<file path="config.mk">
export PLATFORM = sky130hd
export DESIGN_NAME = mem_access_unit_flat
export DESIGN_NICKNAME = d
export VERILOG_FILES = /design/src/rtl/mem_access_unit_if.sv /design/src/rtl/mem_access_unit.sv /design/src/flat_wrapper.sv
export SDC_FILE = /design/constraint.sdc
export NUM_CORES = 1
export LEC_CHECK = 0
export CELL_PAD_IN_SITES_DETAIL_PLACEMENT = 1
export CELL_PAD_IN_SITES_GLOBAL_PLACEMENT = 2
export CORE_ASPECT_RATIO = 0.5
export CORE_MARGIN = 8
export CORE_UTILIZATION = 25
export CTS_BUF_LIST = sky130_fd_sc_hd__clkbuf_4 sky130_fd_sc_hd__clkbuf_8
export CTS_CLUSTER_SIZE = 8
export DETAILED_ROUTE_END_ITERATION = 10
export PLACE_DENSITY = 0.93
export SYNTH_ARGS = -nofsm -noshare
export SYNTH_HDL_FRONTEND = slang
export SYNTH_SLANG_ARGS = --single-unit
</file>
<file path="constraint.sdc">
create_clock -name clk -period 2.7 [get_ports clk]
set_clock_uncertainty 0.15 [all_clocks]
set_input_delay 0.405 -clock clk [delete_from_list [all_inputs] [get_ports clk]]
set_output_delay 0.405 -clock clk [all_outputs]
set_load 0.01 [all_outputs]
</file>
<file path="src/rtl/mem_access_unit_if.sv">
// Data-memory request/ack port between the memory stage (master) and the data memory (slave).
interface mem_access_unit_if;
    logic        dmem_req;
    logic        dmem_we;
    logic [31:0] dmem_addr;
    logic [31:0] dmem_wdata;
    logic [3:0]  dmem_be;
    logic [31:0] dmem_rdata;
    logic        dmem_ack;

    modport master (
        output dmem_req, dmem_we, dmem_addr, dmem_wdata, dmem_be,
        input  dmem_rdata, dmem_ack
    );

    modport slave (
        input  dmem_req, dmem_we, dmem_addr, dmem_wdata, dmem_be,
        output dmem_rdata, dmem_ack
    );
endinterface

</file>
<file path="src/rtl/mem_access_unit.sv">
// Memory stage of the RV32 pipeline: data-memory req/ack sequencing, lane alignment, MEM/WB register.
// Optional bus-timeout abort is enabled by defining MEM_TIMEOUT_EN.
module mem_access_unit #(
    parameter int unsigned TIMEOUT_CYCLES = 16
) (
    input  logic               clk,
    input  logic               reset,
    input  logic [31:0]        mem_alu_out_in,
    input  logic [31:0]        mem_rv2_in,
    input  logic [3:0]         mem_dwe_in,
    input  logic [2:0]         mem_func3_in,
    input  logic               mem_mem_reg_in,
    input  logic               mem_reg_wr_in,
    input  logic [4:0]         mem_rd_in,
    input  logic [1:0]         mem_reg_in_sel_in,
    input  logic [31:0]        mem_pc4_in,
    input  logic [31:0]        mem_imm_in,
    mem_access_unit_if.master  dmem,
    output logic               mem_stall,
    output logic [31:0]        wb_data_out,
    output logic [4:0]         wb_rd_out,
    output logic               wb_reg_wr_out,
    output logic               mem_misalign_out,
    output logic               mem_buserr_out
);
    // state | meaning
    // IDLE  | evaluate the EX/MEM slot; aligned access launches a request
    // BUSY  | request outstanding, waiting for ack (or timeout)
    // DONE  | transaction finished, write back the final value
    typedef enum logic [1:0] {IDLE, BUSY, DONE} state_e;

    state_e      state_q;
    logic        req_q;
    logic        we_q;
    logic [31:0] addr_q;
    logic [31:0] wdata_q;
    logic [3:0]  be_q;
    logic [31:0] load_q;
    logic        err_q;
    logic [31:0] wb_data_q;
    logic [4:0]  wb_rd_q;
    logic        wb_reg_wr_q;
    logic        misalign_q;
    logic        buserr_q;

    logic [1:0]  off;
    logic        access;
    logic        is_half;
    logic        is_word;
    logic        misaligned;
    logic        access_ok;
    logic [31:0] shifted;
    logic [31:0] load_d;
    logic [31:0] wb_data_d;
    logic [3:0]  be_d;
    logic [31:0] wdata_d;
    logic        timeout;

    assign off    = mem_alu_out_in[1:0];
    assign access = mem_mem_reg_in | (|mem_dwe_in);

    // Width comes from func3 for loads and from the byte-enable pattern for stores.
    always_comb begin
        is_half = 1'b0;
        is_word = 1'b0;
        if (mem_mem_reg_in) begin
            is_half = (mem_func3_in == 3'b001) || (mem_func3_in == 3'b101);
            is_word = (mem_func3_in == 3'b010);
        end else begin
            is_half = (mem_dwe_in == 4'b0011);
            is_word = (mem_dwe_in == 4'b1111);
        end
    end

    assign misaligned = access & ((is_half & off[0]) | (is_word & (off != 2'b00)));
    assign access_ok  = access & ~misaligned;

    assign be_d    = mem_dwe_in << off;
    assign wdata_d = mem_rv2_in << {off, 3'b000};
    assign shifted = dmem.dmem_rdata >> {off, 3'b000};

    always_comb begin
        load_d = '0;
        case (mem_func3_in)
            3'b000:  load_d = {{24{shifted[7]}}, shifted[7:0]};
            3'b001:  load_d = {{16{shifted[15]}}, shifted[15:0]};
            3'b010:  load_d = shifted;
            3'b100:  load_d = {24'b0, shifted[7:0]};
            3'b101:  load_d = {16'b0, shifted[15:0]};
            default: load_d = '0;
        endcase
    end

    always_comb begin
        wb_data_d = mem_imm_in;
        case (mem_reg_in_sel_in)
            2'b00:   wb_data_d = mem_alu_out_in;
            2'b01:   wb_data_d = load_q;
            2'b10:   wb_data_d = mem_pc4_in;
            default: wb_data_d = mem_imm_in;
        endcase
    end

`ifdef MEM_TIMEOUT_EN
    localparam int unsigned CNT_W = (TIMEOUT_CYCLES > 2) ? $clog2(TIMEOUT_CYCLES) : 1;
    logic [CNT_W-1:0] cnt_q;

    // Counter sits at zero outside BUSY, so it is clear on every BUSY entry.
    always_ff @(posedge clk) begin
        if (reset || (state_q != BUSY)) begin
            cnt_q <= '0;
        end else begin
            cnt_q <= cnt_q + CNT_W'(1);
        end
    end

    assign timeout = (state_q == BUSY) && !dmem.dmem_ack &&
                     (cnt_q == CNT_W'(TIMEOUT_CYCLES - 1));
`else
    logic unused_timeout_cfg;
    assign unused_timeout_cfg = (TIMEOUT_CYCLES == 0);
    assign timeout            = 1'b0;
`endif

    always_ff @(posedge clk) begin
        if (reset) begin
            state_q     <= IDLE;
            req_q       <= 1'b0;
            we_q        <= 1'b0;
            addr_q      <= '0;
            wdata_q     <= '0;
            be_q        <= '0;
            load_q      <= '0;
            err_q       <= 1'b0;
            wb_data_q   <= '0;
            wb_rd_q     <= '0;
            wb_reg_wr_q <= 1'b0;
            misalign_q  <= 1'b0;
            buserr_q    <= 1'b0;
        end else begin
            misalign_q <= 1'b0;
            buserr_q   <= 1'b0;
            case (state_q)
                IDLE: begin
                    if (access_ok) begin
                        state_q     <= BUSY;
                        req_q       <= 1'b1;
                        we_q        <= |mem_dwe_in;
                        addr_q      <= {mem_alu_out_in[31:2], 2'b00};
                        wdata_q     <= wdata_d;
                        be_q        <= be_d;
                        err_q       <= 1'b0;
                        wb_reg_wr_q <= 1'b0;
                    end else begin
                        wb_data_q   <= wb_data_d;
                        wb_rd_q     <= mem_rd_in;
                        wb_reg_wr_q <= mem_reg_wr_in & ~misaligned;
                        misalign_q  <= misaligned;
                    end
                end
                BUSY: begin
                    wb_reg_wr_q <= 1'b0;
                    if (dmem.dmem_ack) begin
                        load_q  <= load_d;
                        req_q   <= 1'b0;
                        state_q <= DONE;
                    end else if (timeout) begin
                        load_q  <= '0;
                        err_q   <= 1'b1;
                        req_q   <= 1'b0;
                        state_q <= DONE;
                    end
                end
                DONE: begin
                    // Upstream was frozen, so the EX/MEM inputs still describe this access.
                    wb_data_q   <= wb_data_d;
                    wb_rd_q     <= mem_rd_in;
                    wb_reg_wr_q <= mem_reg_wr_in & ~err_q;
                    buserr_q    <= err_q;
                    state_q     <= IDLE;
                end
                default: state_q <= IDLE;
            endcase
        end
    end

    assign mem_stall = (state_q == BUSY) || ((state_q == IDLE) && access_ok);

    assign dmem.dmem_req   = req_q;
    assign dmem.dmem_we    = we_q;
    assign dmem.dmem_addr  = addr_q;
    assign dmem.dmem_wdata = wdata_q;
    assign dmem.dmem_be    = be_q;

    assign wb_data_out      = wb_data_q;
    assign wb_rd_out        = wb_rd_q;
    assign wb_reg_wr_out    = wb_reg_wr_q;
    assign mem_misalign_out = misalign_q;
    assign mem_buserr_out   = buserr_q;
endmodule

</file>
<file path="src/flat_wrapper.sv">
// flat-port wrapper written by rule: the top's interface ports become plain ports
module mem_access_unit_flat 
#(
    parameter int unsigned TIMEOUT_CYCLES = 16
)
  (clk, reset, mem_alu_out_in, mem_rv2_in, mem_dwe_in, mem_func3_in, mem_mem_reg_in, mem_reg_wr_in, mem_rd_in, mem_reg_in_sel_in, mem_pc4_in, mem_imm_in, mem_stall, wb_data_out, wb_rd_out, wb_reg_wr_out, mem_misalign_out, mem_buserr_out, dmem_dmem_req, dmem_dmem_we, dmem_dmem_addr, dmem_dmem_wdata, dmem_dmem_be, dmem_dmem_rdata, dmem_dmem_ack);
  mem_access_unit_if dmem_i ();
  input  logic clk;
  input  logic reset;
  input  logic [31:0] mem_alu_out_in;
  input  logic [31:0] mem_rv2_in;
  input  logic [3:0] mem_dwe_in;
  input  logic [2:0] mem_func3_in;
  input  logic mem_mem_reg_in;
  input  logic mem_reg_wr_in;
  input  logic [4:0] mem_rd_in;
  input  logic [1:0] mem_reg_in_sel_in;
  input  logic [31:0] mem_pc4_in;
  input  logic [31:0] mem_imm_in;
  output logic mem_stall;
  output logic [31:0] wb_data_out;
  output logic [4:0] wb_rd_out;
  output logic wb_reg_wr_out;
  output logic mem_misalign_out;
  output logic mem_buserr_out;
  output wire logic [$bits(dmem_i.dmem_req)-1:0] dmem_dmem_req;
  output wire logic [$bits(dmem_i.dmem_we)-1:0] dmem_dmem_we;
  output wire logic [$bits(dmem_i.dmem_addr)-1:0] dmem_dmem_addr;
  output wire logic [$bits(dmem_i.dmem_wdata)-1:0] dmem_dmem_wdata;
  output wire logic [$bits(dmem_i.dmem_be)-1:0] dmem_dmem_be;
  input wire logic [$bits(dmem_i.dmem_rdata)-1:0] dmem_dmem_rdata;
  input wire logic [$bits(dmem_i.dmem_ack)-1:0] dmem_dmem_ack;
  assign dmem_dmem_req = dmem_i.dmem_req;
  assign dmem_dmem_we = dmem_i.dmem_we;
  assign dmem_dmem_addr = dmem_i.dmem_addr;
  assign dmem_dmem_wdata = dmem_i.dmem_wdata;
  assign dmem_dmem_be = dmem_i.dmem_be;
  assign dmem_i.dmem_rdata = dmem_dmem_rdata;
  assign dmem_i.dmem_ack = dmem_dmem_ack;
  mem_access_unit #(.TIMEOUT_CYCLES(TIMEOUT_CYCLES)) u_core (.clk(clk), .reset(reset), .mem_alu_out_in(mem_alu_out_in), .mem_rv2_in(mem_rv2_in), .mem_dwe_in(mem_dwe_in), .mem_func3_in(mem_func3_in), .mem_mem_reg_in(mem_mem_reg_in), .mem_reg_wr_in(mem_reg_wr_in), .mem_rd_in(mem_rd_in), .mem_reg_in_sel_in(mem_reg_in_sel_in), .mem_pc4_in(mem_pc4_in), .mem_imm_in(mem_imm_in), .dmem(dmem_i), .mem_stall(mem_stall), .wb_data_out(wb_data_out), .wb_rd_out(wb_rd_out), .wb_reg_wr_out(wb_reg_wr_out), .mem_misalign_out(mem_misalign_out), .mem_buserr_out(mem_buserr_out));
endmodule
</file>
==> flow_summary.rst <==
.. list-table::
   :header-rows: 1

   * - Metric
     - Value
   * - Status
     - finished clean
   * - Number of core rows
     - 43
   * - Clock input transition at the sequential cells of the worst setup and hold paths
     - 0.09 ns
   * - Cts bufs inserted
     - 17
   * - # nets final
     - 1229
   * - Initial DRT Pass Iterations
     - 4
   * - Wire length of the first global-routing pass
     - 47100 um
   * - Largest area contributor in the synthesized netlist
     - sky130_fd_sc_hd__dfxtp_1
   * - Final critical-path required period
     - 2.64 ns
   * - Growth of design area from synthesis to finish
     - 54.0%
   * - Worst rel slew slack
     - 0.211
   * - Library cell with the highest instance count after synthesis
     - sky130_fd_sc_hd__dfxtp_1
   * - Antenna violations before repair
     - 2
   * - PnR Total Power
     - 6.42 mW
   * - DP Area
     - 10400 um^2
   * - Data arrival time of the critical path
     - 2.09 ns
   * - Chip height
     - 134 um
   * - Buffers added on ports
     - 286
   * - Final core utilization
     - 0.391
   * - CTS tree
     - yes
   * - Top_reg_cell synth
     - sky130_fd_sc_hd__dfxtp_1
   * - Crit start category
     - input pin
   * - Root Buffer
     - sky130_fd_sc_hd__clkbuf_8
   * - Die area
     - 33900 um^2
   * - Setup repair after global routing missed its margin
     - false
   * - Beginning of the critical path
     - mem_dwe_in[2]
   * - Switching power total
     - 2.20 mW
   * - Pin count of the biggest net entering global routing
     - 67
   * - Slew @ Worst Pin
     - 1.18 ns
   * - Critical Path RT
     - 2.14 ns
   * - Tcrit/Tclk final
     - 0.978
   * - Total via count after detailed routing
     - 7172
   * - Number of cells produced by synthesis
     - 775
   * - Combined area of all synthesized cells
     - 7000 um^2
   * - Post-layout instance area
     - 10800 um^2
   * - Worst hold path startpoint
     - reset
   * - Per-cell routed wire length
     - 21.5 um
   * - Maximum buffer depth of the clock tree
     - 2
   * - Internal power
     - 4.23 mW
   * - Cts hold-fix bufs
     - 0
   * - Worst Hold Slack
     - 0.264 ns
   * - Number of global-route vias before repair
     - 7810
   * - Post-CTS setup buffer count
     - 0
   * - Source of the worst register-to-register timing path
     - u_core.state_q[1]
   * - Final setup violation count
     - 0
   * - Clk Latency, worst-skew pair
     - 0.47 ns
   * - Layout fillers
     - 3152
   * - Number of violations reported at the end of detailed-routing iteration 0
     - 349
   * - Share of power burned in the clock network
     - 0.280
   * - Sort of element at the end of the critical path
     - primary output
   * - Number of warnings reported in the yosys synthesis log
     - 0
   * - Average cell area after synthesis
     - 9.04 um^2
   * - Starting Density
     - 0.254
   * - Total congestion overflow after global routing
     - 0
   * - Number of distinct library cell variants in the gate-level netlist after synthesis
     - 44
   * - Number of routed nets with antenna violations
     - 0
   * - Total Routing Usage GR
     - 0.179
   * - Classification of the worst setup path
     - input pin to primary output
   * - Share of the synthesized area in the top cell type
     - 0.403
   * - Number of hold violations in the final report
     - 0
   * - Power per standard cell area
     - 596 nW/um^2
   * - Post-synth EDFFs
     - 0
   * - CTS HTree Levels
     - 4
   * - Sequential Power Share
     - 0.379
   * - Number of top-level pins
     - 290
   * - Number of register bits inferred by synthesis
     - 141
   * - Standard cell core area
     - 27600 um^2
   * - Cell types occupying the most area after synthesis
     - sky130_fd_sc_hd__dfxtp_1 40%, sky130_fd_sc_hd__mux4_2 11%, sky130_fd_sc_hd__a21oi_1 6.9%, sky130_fd_sc_hd__nand2_1 5.9%, sky130_fd_sc_hd__mux2i_1 5.1%
   * - Highest clock frequency the design can meet
     - 379 MHz
   * - Weighted congestion at the end of routability-driven global placement
     - 0.834
   * - Switching share of power
     - 0.342
   * - Register area share after synthesis
     - 0.403
   * - Most numerous cell types in the synthesized netlist
     - 141 x sky130_fd_sc_hd__dfxtp_1, 110 x sky130_fd_sc_hd__nand2_1, 97 x sky130_fd_sc_hd__a21oi_1
   * - Layout cells sized above 1
     - 0.132
   * - Cell leakage power
     - 3.89 nW
   * - Fin. max-slew vios
     - 0
   * - Maxcap violations
     - 0
   * - Die width
     - 253 um
   * - Setup total negative slack
     - 0 ns
   * - Post-detailed-placement half-perimeter wirelength
     - 23800 um
   * - Worst ir drop on vdd
     - 0.000291 V
   * - Class of the tightest hold or removal check
     - input pin to flip-flop
   * - Number of DRC violations after detailed routing
     - 0
   * - Relative contribution of combinational cells to total power
     - 0.341
   * - CTS Sinks
     - 141
   * - Share of flip-flops with an asynchronous set or reset
     - 0
   * - Top fanout value on the critical path
     - 4
   * - Via/cell ratio
     - 4.97
   * - Final wirelength
     - 30900 um
[metrics by stage]
step | worst slack, ns | instances
2_1_floorplan | 0.396 | 777
3_3_place_gp | -0.104 | 1408
3_5_place_dp | -0.156 | 1408
4_1_cts | 0.0708 | 1440
5_1_grt | 0.00982 | 1442
6_report | 0.0592 | 1442
[metal layers]
layer  routed length (um)  up-vias  track usage
met5                    0        -            0
met3                  802       63       0.0332
met4                 1310        0       0.0929
li1                     -     3353            -
met2                17000      159        0.335
met1                11800     3597        0.191
[final cells by class]
type | instances | area [um^2] | share of cell area
clock buffer | 18 | 248 | 0.0230
multi-input combinational | 555 | 3820 | 0.354
inverter | 5 | 18.8 | 0.00174
sequential | 141 | 2820 | 0.262
clock inverter | 14 | 155 | 0.0144
timing repair buffer | 325 | 3230 | 0.300
antenna | 2 | 5.00 | 0.000464
tap | 382 | 478 | 0.0443
[kinds of logic (layout without fill, tap and decap cells)]
kind of cell,after synthesis,in the layout,synth area share
compound gates,224,224,0.197
xor+xnor,1,1,0.00125
fa+ha+maj,5,5,0.00893
buf+inv,81,362,0.0568
flops,141,141,0.403
mux,86,86,0.185
other cells,1,5,0.000535
simple gates,236,236,0.148
[power by group through the flow]
stage / Sequential [mW] / Clock [mW] / Combinational, mW
after floorplan: 2.55 / 0 / 0.965
after global routing: 2.46 / 1.94 / 2.35
after detailed placement: 2.49 / 0 / 2.18
after global placement: 2.47 / 0 / 2.12
final: 2.44 / 1.80 / 2.19
after CTS: 2.44 / 1.85 / 2.19
[final timing paths]
| kind | endpoint | cells after the start | slack [ns] |
|---|---|---|---|
| worst max-delay path | mem_stall | 6 | 0.06 |
| worst min-delay path | u_core.dmem.dmem_wdata[7] | 2 | 0.26 |
| worst max register to register | u_core.load_q[26] | 6 | 0.34 |
| worst min register to register | u_core.dmem.dmem_wdata[8] | 2 | 0.31 |
[worst max-delay path: stages]
cell and delay, ns:
sky130_fd_sc_hd__clkdlybuf4s50_1 0.48, sky130_fd_sc_hd__or4_4 0.55, sky130_fd_sc_hd__o21ai_2 0.15, sky130_fd_sc_hd__a311o_2 0.14
sky130_fd_sc_hd__nand2_1 0.07, sky130_fd_sc_hd__dlygate4sd2_1 0.29
[timing repair]
action                     CTS  global route
hold endpoints to repair     0             0
gates resized for setup      4             0
setup endpoints to repair    1             0
[state kept, by name (all words and copies together) (netlist names)]
register / flops
u_core.state_q: 2
u_core.dmem.dmem_addr: 30
u_core.mem_misalign_out: 1
u_core.dmem.dmem_we: 1
u_core.wb_reg_wr_out: 1
u_core.wb_data_out: 32
u_core.dmem.dmem_be: 4
u_core.dmem.dmem_wdata: 32
u_core.dmem.dmem_req: 1
u_core.load_q: 32
u_core.wb_rd_out: 5
[placed cells by master (no fill, tap or decap), types with 10 or more instances in the layout]
cell                              count
sky130_fd_sc_hd__clkdlybuf4s50_1    280
sky130_fd_sc_hd__dfxtp_1            141
sky130_fd_sc_hd__nand2_1            110
sky130_fd_sc_hd__a21oi_1             97
sky130_fd_sc_hd__o21ai_0             55
sky130_fd_sc_hd__nand3_1             47
sky130_fd_sc_hd__nor2_1              43
sky130_fd_sc_hd__mux2i_1             36
sky130_fd_sc_hd__mux4_2              33
sky130_fd_sc_hd__buf_4               33
sky130_fd_sc_hd__clkbuf_8            18
sky130_fd_sc_hd__mux2_2              17
sky130_fd_sc_hd__a22oi_1             16
sky130_fd_sc_hd__a221o_1             16
sky130_fd_sc_hd__nor3_1              11
sky130_fd_sc_hd__o211ai_1            10
sky130_fd_sc_hd__a211oi_1            10
sky130_fd_sc_hd__or3_1               10
(Power assumes the default switching activity.)
